<file path="src/rtl/rom_load_ctrl.sv">
// ROM download sequencer: steers the HPS ioctl byte stream into four ROM regions,
// captures the title number and holds the game core in reset until a verified load.
module rom_load_ctrl #(
    parameter int unsigned R1_BASE  = 'h08000,
    parameter int unsigned R2_BASE  = 'h10000,
    parameter int unsigned R3_BASE  = 'h18000,
    parameter int unsigned ROM_SIZE = 'h1A000,
    parameter int unsigned RST_HOLD = 1024
) (
    input  logic        clk_sys,
    input  logic        reset_n,
    input  logic        ioctl_download,
    input  logic        ioctl_wr,
    input  logic [24:0] ioctl_addr,
    input  logic [7:0]  ioctl_dout,
    input  logic [7:0]  ioctl_index,
    output logic [3:0]  rom_sel,
    output logic [17:0] rom_addr,
    output logic [7:0]  rom_data,
    output logic [3:0]  tno,
    output logic        core_reset,
    output logic        load_ok,
    output logic        load_err,
    output logic [15:0] checksum
);

    localparam int HOLD_W = $clog2(RST_HOLD + 1);

    typedef enum logic [2:0] {
        S_IDLE,
        S_LOAD,
        S_CHECK,
        S_HOLD,
        S_RUN,
        S_ERR
    } state_t;

    state_t              r_state;
    state_t              w_next_state;
    logic                r_dl_q;
    logic [3:0]          r_rom_sel;
    logic [17:0]         r_rom_addr;
    logic [7:0]          r_rom_data;
    logic [3:0]          r_tno;
    logic                r_core_reset;
    logic                r_load_ok;
    logic                r_load_err;
    logic [15:0]         r_checksum;
    logic [24:0]         r_byte_cnt;
    logic                r_ovf;
    logic [HOLD_W-1:0]   r_hold_cnt;

    logic                w_rise;
    logic                w_fall;
    logic                w_accept;
    logic                w_in_range;
    logic                w_rom_wr;
    logic                w_ovf_wr;
    logic                w_tno_wr;
    logic                w_check_ok;
    logic [3:0]          w_sel;
    logic [17:0]         w_base;
    logic [17:0]         w_off;
    logic [24:0]         w_cnt_base;
    logic [15:0]         w_sum_base;

    assign w_rise = ioctl_download & ~r_dl_q;
    assign w_fall = ~ioctl_download & r_dl_q;

    // The rise cycle and the fall cycle both still take a byte: the rise through
    // w_rise, the fall because the state is still LOAD during that cycle.
    assign w_accept   = ioctl_wr & (w_rise | (r_state == S_LOAD));
    assign w_in_range = ioctl_addr < 25'(ROM_SIZE);
    assign w_rom_wr   = w_accept & (ioctl_index == 8'd0) & w_in_range;
    assign w_ovf_wr   = w_accept & (ioctl_index == 8'd0) & ~w_in_range;
    assign w_tno_wr   = w_accept & (ioctl_index == 8'd1);
    assign w_check_ok = (r_byte_cnt == 25'(ROM_SIZE)) & ~r_ovf;

    // A new download restarts the byte count and checksum from zero, with the
    // rise-cycle byte (if any) added on top.
    assign w_cnt_base = w_rise ? 25'd0 : r_byte_cnt;
    assign w_sum_base = w_rise ? 16'd0 : r_checksum;

    // NOTE: every variable in an always_comb gets a default first, so no path can infer a latch.
    always_comb begin
        w_sel  = 4'b1000;
        w_base = 18'(R3_BASE);
        if (ioctl_addr < 25'(R1_BASE)) begin
            w_sel  = 4'b0001;
            w_base = 18'd0;
        end else if (ioctl_addr < 25'(R2_BASE)) begin
            w_sel  = 4'b0010;
            w_base = 18'(R1_BASE);
        end else if (ioctl_addr < 25'(R3_BASE)) begin
            w_sel  = 4'b0100;
            w_base = 18'(R2_BASE);
        end
    end

    // Offset modulo 2^18 equals the full difference truncated to 18 bits.
    assign w_off = ioctl_addr[17:0] - w_base;

    always_comb begin
        w_next_state = r_state;
        case (r_state)
            S_LOAD:  if (w_fall) w_next_state = S_CHECK;
            S_CHECK: w_next_state = w_check_ok ? S_HOLD : S_ERR;
            S_HOLD:  if (r_hold_cnt == HOLD_W'(1)) w_next_state = S_RUN;
            default: w_next_state = r_state;
        endcase
        if (w_rise) begin
            w_next_state = S_LOAD;
        end
    end

    // NOTE: sequential state is written with non-blocking assignments only, so every
    // register samples pre-edge values regardless of statement order.
    always_ff @(posedge clk_sys or negedge reset_n) begin
        if (!reset_n) begin
            r_state      <= S_IDLE;
            r_dl_q       <= 1'b0;
            r_core_reset <= 1'b1;
            r_hold_cnt   <= '0;
        end else begin
            r_state      <= w_next_state;
            r_dl_q       <= ioctl_download;
            r_core_reset <= (w_next_state != S_RUN);
            if (r_state == S_CHECK) begin
                r_hold_cnt <= HOLD_W'(RST_HOLD);
            end else if ((r_state == S_HOLD) && (r_hold_cnt != '0)) begin
                r_hold_cnt <= r_hold_cnt - 1'b1;
            end
        end
    end

    always_ff @(posedge clk_sys or negedge reset_n) begin
        if (!reset_n) begin
            r_rom_sel  <= 4'b0;
            r_rom_addr <= 18'd0;
            r_rom_data <= 8'd0;
            r_tno      <= 4'd0;
        end else begin
            r_rom_sel <= w_rom_wr ? w_sel : 4'b0;
            if (w_rom_wr) begin
                r_rom_addr <= w_off;
                r_rom_data <= ioctl_dout;
            end
            if (w_tno_wr) begin
                r_tno <= ioctl_dout[3:0];
            end
        end
    end

    always_ff @(posedge clk_sys or negedge reset_n) begin
        if (!reset_n) begin
            r_byte_cnt <= 25'd0;
            r_checksum <= 16'd0;
            r_ovf      <= 1'b0;
            r_load_ok  <= 1'b0;
            r_load_err <= 1'b0;
        end else begin
            r_byte_cnt <= w_rom_wr ? w_cnt_base + 25'd1 : w_cnt_base;
            r_checksum <= w_rom_wr ? w_sum_base + {8'd0, ioctl_dout} : w_sum_base;
            if (w_rise) begin
                r_ovf      <= w_ovf_wr;
                r_load_ok  <= 1'b0;
                r_load_err <= 1'b0;
            end else begin
                if (w_ovf_wr) begin
                    r_ovf <= 1'b1;
                end
                if (r_state == S_CHECK) begin
                    r_load_ok  <= w_check_ok;
                    r_load_err <= ~w_check_ok;
                end
            end
        end
    end

    assign rom_sel    = r_rom_sel;
    assign rom_addr   = r_rom_addr;
    assign rom_data   = r_rom_data;
    assign tno        = r_tno;
    assign core_reset = r_core_reset;
    assign load_ok    = r_load_ok;
    assign load_err   = r_load_err;
    assign checksum   = r_checksum;

endmodule
</file>
<file path="config.mk">
export PLATFORM = sky130hd
export DESIGN_NAME = rom_load_ctrl
export DESIGN_NICKNAME = d
export VERILOG_FILES = /design/src/rtl/rom_load_ctrl.sv
export SDC_FILE = /design/constraint.sdc
export NUM_CORES = 1
export LEC_CHECK = 0
export ABC_AREA = 0
export CAP_MARGIN = 20
export CORE_MARGIN = 10
export CORE_UTILIZATION = 60
export CTS_CLUSTER_DIAMETER = 120
export DETAILED_ROUTE_END_ITERATION = 6
export DONT_BUFFER_PORTS = 1
export PLACE_DENSITY = 0.76
export SYNTH_ARGS = -nofsm -noshare
export SYNTH_HDL_FRONTEND = slang
export SYNTH_SLANG_ARGS = --single-unit
</file>
<file path="constraint.sdc">
create_clock -name clk_sys -period 5.2 [get_ports clk_sys]
set_clock_uncertainty 0.05 [all_clocks]
set_input_delay 1.04 -clock clk_sys [delete_from_list [all_inputs] [get_ports clk_sys]]
set_output_delay 1.04 -clock clk_sys [all_outputs]
set_load 0.01 [all_outputs]
</file>
== After elaboration in Yosys (flattened, before gate mapping) ==
Cells that the tools add are included.

* Bits in registers: 94
* Input bits: 45
* Output and inout port bits: 53
* Word-level logic and storage cells: 72

* $add $sub $neg: 4
* Magnitude comparators: 4
* Eq/ne operators: 7
* Mux-type cells: 24
* Bitwise gates (word level): 14
* Reduce and logical (&&, ||, !) cells: 6

{| class="wikitable"
|+ Operator list
! operator !! count
|-
| 25-bit by 17-bit less-than comparator with 1-bit output (second input constant) || 3
|-
| 25-bit 2-to-1 mux || 2
|-
| 16-bit 2-to-1 mux || 3
|-
| 25-bit by 1-bit adder with 25-bit output (second input constant) || 1
|-
| 25-bit by 17-bit equality test with 1-bit output (second input constant) || 1
|-
| 25-bit by 16-bit less-than comparator with 1-bit output (second input constant) || 1
|-
| 11-bit 2-to-1 mux || 2
|-
| 18-bit 2-to-1 mux || 1
|-
| 18-bit subtractor || 1
|-
| 17-bit 2-to-1 mux || 1
|-
| 16-bit by 8-bit adder with 16-bit output || 1
|-
| 4-bit 2-to-1 mux || 4
|-
| 3-bit 2-to-1 mux || 4
|-
| 11-bit by 1-bit equality test with 1-bit output (second input constant) || 1
|-
| 11-bit nonzero test || 1
|-
| 11-bit by 1-bit subtractor with 11-bit output (second input constant) || 1
|-
| 3-bit case mux with 3 select lines || 1
|-
| 1-bit AND || 8
|-
| 8-bit by 1-bit equality test with 1-bit output (second input constant) || 1
|-
| 8-bit zero test || 1
|-
| 3-bit by 2-bit equality test with 1-bit output (second input constant) || 2
|-
| 1-bit 2-to-1 mux || 6
|-
| 2-bit nonzero test || 3
|-
| 1-bit NOT || 5
|-
| other kinds (4) || 4
|}

== Longest topological paths before layout ==
Gate-level depths: netlist (run 1).

* Depth after elaboration: 8
* Mapped depth: 10
* Gate-level depth less buffers: 9

== Worst setup path after synthesis (run 1) ==
No wires, ideal clock.

* Kind: input port to flip-flop
* From: input port ioctl_download
* To: register r_checksum[6], in the netlist checksum[6]
* Library setup time: 129 ps
* Data arrival time: 2,842 ps
* Data required time: 5,021 ps
* Setup slack: 2,179 ps
* Stages on the path: 10
* Path buffers: 1
* Path through: nand2b_1 clkbuf_1 and2_1 ha_1 fa_1 a211oi_1 o21bai_1 a21oi_1 xor2_1 o21ai_0

* Cells in the longest elaborated chain, start to end: 6
* Elaborated cells between the ends (all ways): 8
* Those cells by class: 1 x add/sub; 2 x mux; 5 x bitwise

{| class="wikitable"
|+ RTL lines
! what !! line !! RTL
|-
| from (decl) || 12 || <nowiki>input logic ioctl_download,</nowiki>
|-
| 1-bit AND * || 67 || <nowiki>assign w_rise = ioctl_download & ~r_dl_q;</nowiki>
|-
| branches (longest 4 deep; another with 16-bit by 8-bit adder with 16-bit output) || -- ||
|-
| 16-bit 2-to-1 mux * || 163 || <nowiki>r_checksum <= w_rom_wr ? w_sum_base + {8'd0, ioctl_dout} : w_sum_base;</nowiki>
|-
| to (signal assigned) || 163 ||
|-
| to (decl) || 48 || <nowiki>logic [15:0] r_checksum;</nowiki>
|}

Mark *: on every way between the ends.
A chain may end at the register's enable or synchronous reset.

== Worst setup path after layout (run 1) ==
* From: input port ioctl_download
* To: register r_checksum[15], in the netlist checksum[15]

Same word-level chain as after synthesis.

==> results.md, run 1 <==
- Setup TNS: 0 ns
- Count of final setup violators: 0
- Worst setup path endpoint: checksum[15]
- LEAKAGE: 2.27 nW
- Vias: 3621
- Maximum clock insertion buffer count: 2
- Clock Root Buffer: clkbuf_8
- RSZ-0062 raised after global routing: false
- Rel. slew slack: 47.7%
- Synth Area in Compound Gates: 10.3%
- DRT iter0 DRCs: 227
- Ratio of cells with drive above 1 in the final layout: 7.16%
- Sequential share of the synthesized area: 49.2%
- Combinational share of power: 13.9%
- Post-Synthesis Cells: 502
- Tot Pwr: 1.58 mW
- Clock period minus worst slack: 3.02 ns
- Initial Util: 61.9%
- Post-Syn Area: 0.00478 mm2
- DR vias/cell: 5.99
- GPL Wtd Cong: 0.937
- Post-route core utilization: 65.6%
- Chip height: 109 um
- Unique masters post-synth: 49
- Clk Latency, worst-skew pair: 0.36 ns
- Max Freq: 0.331 GHz
- Worst Setup Start Kind: input port
- CP Data Arrival Time: 3.26 ns
- Outcome: finished, final reports clean
- Avg Cell Area, Syn: 9.52 um2
- First-pass GRT wire length: 18.0 mm
- Critical Path Start: ioctl_download
- DRC: 0
- Max Cap Viol: 0
- Core Rows: 32
- Max Fanout on Critical Path: 32
- Core ar.: 0.00773 mm2
- GRT Total Usage: 18.9%
- Simple-Gate Fraction of Synth Area: 26.3%
- Total grt overflow: 0
- WL/cell: 18.0 um
- PD cells: 312 mW/mm2
- Slowest Stage Delay on Critical Path: 0.57 ns
- Required @ worst endpoint: 5.44 ns
- CP max stage cell: o2111ai_1
- Tightest Hold Check Type: input port to asynchronous set/reset pin
- Reg-to-reg endpoint: checksum[15]
- Hold Slack: 0.309 ns
- Final hold violations: 0
- Path type of the worst setup path: input port to register
- Dpl hpwl: 7.96 mm
- Internal cell power: 1.12 mW
- Die Wd: 109 um
- Post-Synth Adder-Cell Area: 4.24%
- Post-synthesis mux area share: 2.28%
- Largest family of logic cells by synthesized area: simple AND/OR/NAND/NOR gates
- Initial antenna violation count: 0
- Full die area: 0.0119 mm2
- PortBufs: 0
- Clock power share: 31.9%
- Setup Fix Bufs, Post-CTS: 0
- Number of global-route vias before repair: 3620
- Setup crit end kind: register
- CTS buffer count: 9
- Register area: 0.00235 mm2
- Area Growth Syn to Fin: 6.05%
- Synth warn: 0
- Drt pass-1 iters: 4
- NetSw: 0.461 mW
- # nets final: 558
- Worst slew pin tran: 0.784 ns
- Most frequent cells in the layout: nand2_1, dfrtp_1, o21ai_0, nor2_1, a21oi_1
- H-tree depth: 3
- FF-to-FF setup slack: 2.35 ns
- # resized after CTS: 0
- Commonest non-fill, non-tap cell in the layout: nand2_1
- Post-Route WL: 10.9 mm
- Maximum vdd drop: 140 uV
- Post-CTS Hold Buffers: 0
- FF-to-FF Start: r_dl_q
- Switching Share: 29.2%
- Sequential power share: 54.1%
- Final period utilization: 58.1%
- Fin. max-slew vios: 0
- Flops & latches, synth: 94
- Clk slew on worst S/H paths: 0.10 ns
- Placed Cells: 589
- Xor-xnor portion of the synthesized cell area: 5.13%
- Fill cells: 613
- Crit-path cells: nand2b_1 > buf_4 > and2_1 > ha_1 > or4_1 > o2111ai_1 > o21ai_0 > a21oi_1
- Io pins: 98
- FF-to-FF path depth: 8
- Syn_nets: 562
- N_diodes: 0
- CTS tree: done
- DRT antenna net count: 0
- Area used by multi-input combinational logic: 0.00231 mm2
- Clk sinks: 94
- Fin cells: 605
- Largest net degree at the start of global routing: 95
-- state kept, by name (all words and copies together) (netlist names), 3 cells and up --
name and flops:
checksum 16, r_byte_cnt 25, r_hold_cnt 11, r_state 3, rom_addr 18, rom_data 8
rom_sel 4, tno 4
-- power by group through the flow --
| stage | clock [mW] | combinational (mW) | sequential, mW |
|---|---|---|---|
| floorplan | 0 | 0.182 | 0.852 |
| global placement | 0 | 0.209 | 0.864 |
| detailed placement | 0 | 0.221 | 0.869 |
| CTS | 0.515 | 0.222 | 0.854 |
| global route | 0.545 | 0.250 | 0.868 |
| finish | 0.504 | 0.220 | 0.855 |
-- worst max-delay path: cells and delay by family --
family                   cells  cell delay [ns]
AO/OA/AOI/OAI                3             0.92
adder cells (fa/ha/maj)      1             0.23
buffers and inverters        1             0.23
AND/OR/NAND/NOR              3             0.83
-- worst min-delay path by stage --
stage | endpoint
CTS | rom_addr[3]
global placement | r_byte_cnt[24]
global route | r_hold_cnt[4]
floorplan | r_byte_cnt[24]
detailed placement | r_ovf
finish | r_hold_cnt[2]
-- logic make-up (layout without fill, tap and decap cells) --
| group | Yosys count | after routing |
|---|---|---|
| flip-flops | 94 | 94 |
| multiplexers | 10 | 10 |
| buffers and inverters | 31 | 32 |
| adder cells (fa/ha/maj) | 15 | 15 |
| AO/OA/AOI/OAI | 77 | 77 |
| XOR/XNOR | 28 | 28 |
| AND/OR/NAND/NOR | 247 | 247 |
-- final cells by class --
type / instances / share of cell area (%)
tap: 102 / 2.52
multi-input combinational: 377 / 45.6
sequential: 94 / 46.4
clock inverter: 6 / 1.36
timing repair buffer: 3 / 0.444
inverter: 13 / 0.963
clock buffer: 10 / 2.72
-- metrics by stage --
| stage | instance area, um2 | worst slack [ns] |
|---|---|---|
| floorplan | 4780 | 2.18 |
| global placement | 4860 | 1.93 |
| detailed placement | 4860 | 1.85 |
| CTS | 5070 | 2.22 |
| global route | 5070 | 2.02 |
| finish | 5070 | 2.18 |
-- Yosys cell counts (all sizes together) --
library cell  instances  area, um2
a211oi                1       7.51
a21o                  3       22.5
a21oi                21        105
a22o                  1       8.76
a22oi                 1       7.51
a41oi                 1       8.76
and2                 14       87.6
and3                  7       43.8
buf                   2       10.0
clkbuf               16       60.1
dfrtp                93       2330
dfstp                 1       26.3
fa                    2       40.0
ha                   13        163
inv                  13       48.8
mux2                  7       78.8
mux2i                 3       30.0
nand2               109        409
nand2b                4       25.0
nand3                20        100
nand3b                1       7.51
nand4                14       87.6
nand4b                2       17.5
nor2                 26       97.6
nor2b                 3       18.8
nor3                  6       30.0
nor3b                 3       33.8
nor4                 17        134
nor4b                 2       32.5
o2111a                1       11.3
o2111ai               2       35.0
o211a                 1       10.0
o211ai                4       30.0
o21a                  1       7.51
o21ai                26        130
o21bai                2       15.0
o311ai                2       17.5
o31ai                 8       60.1
o41ai                 2       17.5
or2                   2       12.5
or3                   7       43.8
or4                  10       75.1
xnor2                16        140
xor2                 12        105
-- layer usage --
metal  vias to the layer above  share of wire [%]  GRT usage (%)
li1                       1751                  -              -
met1                      1754                 41           23.4
met2                       107                 49           28.7
met3                         9                9.9           8.32
met4                         0               0.98           6.60
met5                         -                  0              0
No activity file was read; power rests on OpenSTA's default activity.
==> run 2: changes to the inputs <==
Clock period 5.2 ns to 3.2 ns, I/O delays scaled along.
==> run 2 against run 1 <==
Total power is 62% higher. Cell count increased by 0.83%. Via count is 0.91% higher. Non-clock buffer count increased by 5. Routed wire length increased by 1.0%. Global-route usage decreased by 0.082 points. Design area up 0.72%. Critical endpoint unchanged. Largest cell class unchanged.
==> results.md, run 2 (same netlist as run 1, synthesis figures left out) <==
- Number of flip-flops under the largest register name: 25
- Max Freq: 0.355 GHz
- Reg-to-reg endpoint: checksum[15]
- H-tree depth: 3
- GPL Wtd Cong: 0.904
- WL/cell: 18.0 um
- FF-to-FF setup slack: 0.38 ns
- Full die area: 0.0119 mm2
- Core ar.: 0.00773 mm2
- Count of final setup violators: 0
- NetSw: 0.806 mW
- Fin. max-slew vios: 0
- Drt pass-1 iters: 5
- FF-to-FF Start: r_dl_q
- CP max stage cell: o2111ai_1
- Clk sinks: 94
- Post-Route WL: 11.0 mm
- Setup Fix Bufs, Post-CTS: 0
- Maximum vdd drop: 263 uV
- Fill cells: 606
- # resized after CTS: 0
- Io pins: 98
- N_diodes: 0
- Tot Pwr: 2.56 mW
- Clock power share: 30.1%
- First-pass GRT wire length: 18.0 mm
- Die Wd: 109 um
- Number of global-route vias before repair: 3512
- Largest net degree at the start of global routing: 94
- Vias: 3654
- FF-to-FF path depth: 7
- Rel. slew slack: 46.9%
- Required @ worst endpoint: 3.45 ns
- Critical Path Start: r_dl_q
- Hold Slack: 0.0500 ns
- Clock period minus worst slack: 2.82 ns
- Combinational share of power: 15.6%
- Path type of the worst setup path: register to register
- # nets final: 563
- Final period utilization: 88.1%
- Clk Latency, worst-skew pair: 0.38 ns
- GRT Total Usage: 18.8%
- Maximum clock insertion buffer count: 2
- CP top delay family: simple AND/OR/NAND/NOR gates
- Post-CTS Hold Buffers: 1
- Max Fanout on Critical Path: 10
- LEAKAGE: 2.29 nW
- Largest register by flop count: r_byte_cnt
- DR vias/cell: 5.99
- Max Cap Viol: 0
- DRT iter0 DRCs: 274
- Internal cell power: 1.75 mW
- CTS tree: done
- Clk slew on worst S/H paths: 0.10 ns
- Worst Setup Start Kind: register
- CTS buffer count: 9
- Clock Root Buffer: clkbuf_8
- Chip height: 109 um
- RSZ-0062 raised after global routing: false
- PD cells: 501 mW/mm2
- Switching Share: 31.5%
- Crit-path cells: nand2b_1 > and2_1 > ha_1 > or4_1 > o2111ai_1 > o21ai_0 > a21oi_1
- Slowest Stage Delay on Critical Path: 0.56 ns
- Total grt overflow: 0
- Tightest Hold Check Type: input port to asynchronous set/reset pin
- Commonest non-fill, non-tap cell in the layout: nand2_1
- DRC: 0
- Ratio of cells with drive above 1 in the final layout: 7.87%
- Setup TNS: 0 ns
- Area Growth Syn to Fin: 6.81%
- Most frequent cells in the layout: nand2_1, dfrtp_1, o21ai_0, nor2_1, a21oi_1
- Worst slew pin tran: 0.797 ns
- Setup crit end kind: register
- Outcome: finished, final reports clean
- DRT antenna net count: 0
- CP bufs+invs: 0
- Core Rows: 32
- Dpl hpwl: 8.04 mm
- Initial antenna violation count: 0
- Final hold violations: 0
- PortBufs: 0
- Sequential power share: 54.3%
- Initial Util: 61.9%
- CP Data Arrival Time: 3.07 ns
run 2: layout make-up:
class                   instances  area [um2]  area share [%]
flip-flops and latches         94        2350            46.1
clock inverters                 6        57.6            1.13
well taps                     102         128            2.50
multi-input cells             377        2310            45.2
inverters                      13        48.8           0.956
clock buffers                  10         128            2.50
repair buffers                  8        80.1            1.57
run 2: worst max-delay path by stage:
stage	endpoint	slack (ns)	cells after the start
2_1_floorplan	checksum[6]	0.58	10
3_3_place_gp	checksum[10]	0.36	9
3_5_place_dp	checksum[13]	0.26	7
4_1_cts	checksum[13]	0.37	7
5_1_grt	checksum[15]	0.17	8
6_report	checksum[15]	0.38	7
run 2: through the flow:
stage | cells | setup slack (ns) | instance area [um2] | utilization [%]
floorplan | 502 | 0.579 | 4780 | -
global placement | 593 | 0.357 | 4890 | 63.3
detailed placement | 593 | 0.258 | 4890 | 63.3
CTS | 610 | 0.373 | 5100 | 66.1
global route | 610 | 0.165 | 5100 | 66.1
finish | 610 | 0.382 | 5100 | 66.1
run 2: power by group through the flow:
stage / clock (mW) / combinational, mW / sequential, mW
after floorplan: 0 / 0.295 / 1.38
after global placement: 0 / 0.356 / 1.40
after detailed placement: 0 / 0.370 / 1.41
after CTS: 0.785 / 0.400 / 1.39
after global routing: 0.832 / 0.448 / 1.41
final: 0.769 / 0.399 / 1.39
run 2: per-layer routing:
layer	GRT usage, %	share of wire (%)
met3	8.67	10
met1	22.9	41
met4	2.79	0.51
met5	0	0
met2	30.5	48
==> run 3: changes to the inputs <==
Clock period 3.2 ns to 3.55 ns, I/O delays scaled along.
==> run 3 against run 2 <==
Critical path depth increased by 2. Routed wire length rose by 2.1%. Clock power decreased by 7.3%. Combinational power fell by 13%. Via count grew 1.6%. Non-clock buffer count down 2.
==> results.md, run 3 (same netlist as run 1, synthesis figures left out) <==
- Die Wd: 109 um
- Drt pass-1 iters: 4
- # nets final: 561
- Setup TNS: 0 ns
- Largest net degree at the start of global routing: 94
- Post-Route WL: 11.2 mm
- CTS tree: done
- Final period utilization: 80.5%
- Chip height: 109 um
- GPL Wtd Cong: 0.878
- Final instance area: 0.00510 mm2
- Clock Root Buffer: clkbuf_8
- Grt met3 use: 7.49%
- First-pass GRT wire length: 18.6 mm
- Max Freq: 0.350 GHz
- Number of cells on the critical path: 9
- PD cells: 453 mW/mm2
- Final hold violations: 0
- Path type of the worst setup path: register to register
- Initial Util: 61.9%
- Max Cap Viol: 0
- FF-to-FF Start: r_dl_q
- Area Growth Syn to Fin: 6.75%
- Worst Setup Start Kind: register
- Critical Path Start: r_dl_q
- Core ar.: 0.00773 mm2
- Core Rows: 32
- Worst setup path endpoint: checksum[6]
- CP top delay family: compound AO/OA/AOI/OAI gates
- Initial antenna violation count: 0
- Clock period minus worst slack: 2.86 ns
- Ratio of cells with drive above 1 in the final layout: 7.71%
- CP Data Arrival Time: 3.05 ns
- Total grt overflow: 0
- Count of final setup violators: 0
- Met1 GRT Util: 22.8%
- Clk sinks: 94
- Number of global-route vias before repair: 3837
- Setup crit end kind: register
- Placement Cell Area: 0.00488 mm2
- N_diodes: 0
- Largest register by flop count: r_byte_cnt
- DRT iter0 DRCs: 167
- Outcome: finished, final reports clean
- Fin. max-slew vios: 0
- Rel. slew slack: 48.0%
- LEAKAGE: 2.29 nW
- DR vias/cell: 6.10
- CP bufs+invs: 0
- Post-route core utilization: 66.0%
- DRC: 0
- WL/cell: 18.5 um
- GRT Total Usage: 19.3%
- Tightest Hold Check Type: input port to asynchronous set/reset pin
- Full die area: 0.0119 mm2
- Commonest non-fill, non-tap cell in the layout: nand2_1
- CP max stage cell: fa_1
- PortBufs: 0
- Gr busiest metal: met2
- Maximum clock insertion buffer count: 2
- Io pins: 98
- Maximum vdd drop: 228 uV
- FF-to-FF setup slack: 0.69 ns
- Most frequent cells in the layout: nand2_1, dfrtp_1, o21ai_0, nor2_1, a21oi_1
- DRT antenna net count: 0
- Required @ worst endpoint: 3.74 ns
- RSZ-0062 raised after global routing: false
- Vias: 3711
- H-tree depth: 3
- Max Fanout on Critical Path: 13
- Slowest Stage Delay on Critical Path: 0.44 ns
- Setup Fix Bufs, Post-CTS: 0
- Dpl hpwl: 8.25 mm
- Hold Slack: 0.132 ns
- CTS buffer count: 9
- Number of flip-flops under the largest register name: 25
- Worst slew pin tran: 0.780 ns
- Clk Latency, worst-skew pair: 0.36 ns
- Met2 GRT Util: 32.0%
- Reg-to-reg endpoint: checksum[6]
- Clk slew on worst S/H paths: 0.10 ns
- Crit-path cells: nand2b_1 > and2_1 > ha_1 > fa_1 > a211oi_1 > o21bai_1 > a21oi_1 > xor2_1 > o21ai_0
- FF-to-FF path depth: 9
## run 3: changes by cell type in the layout (fill, tap and decap cells not counted), sizes merged
cell / before / now
buf: 8 / 6
## run 3: stage by stage
stage / setup slack (ns) / cells / power, mW
CTS: 0.720 / 608 / 2.32
global placement: 0.589 / 591 / 1.57
detailed placement: 0.525 / 591 / 1.59
finish: 0.693 / 608 / 2.31
floorplan: 0.859 / 502 / 1.51
global route: 0.458 / 608 / 2.44
## run 3: worst min path at each step
stage	slack (ns)	to
after detailed placement	0.37	r_hold_cnt[4]
after floorplan	0.36	checksum[0]
after global placement	0.37	r_hold_cnt[3]
final	0.13	core_reset
after global routing	0.11	core_reset
after CTS	0.12	core_reset
## run 3: what timing repair did
action                     4_1_cts  5_1_grt
setup endpoints to repair        0        0
hold buffers                     1        0
hold endpoints to repair        93        0
gates resized for setup          0        0
## run 3: per-layer routing
metal,routed length [um],share of wire (%)
met1,4470,40
met2,5600,50
met3,1040,9.3
met4,112,1.0
met5,0,0
## run 3: power by group
part           switching [mW]  internal [mW]
clock                   0.418          0.295
combinational           0.203          0.144
sequential              0.101           1.15
total                   0.722           1.59
## run 3: final cells by class
class | count | area (um2)
multi-input combinational | 377 | 2310
timing repair buffer | 6 | 65.1
sequential | 94 | 2350
tap | 102 | 128
clock inverter | 6 | 60.1
inverter | 13 | 48.8
fill | 575 | 2630
clock buffer | 10 | 138
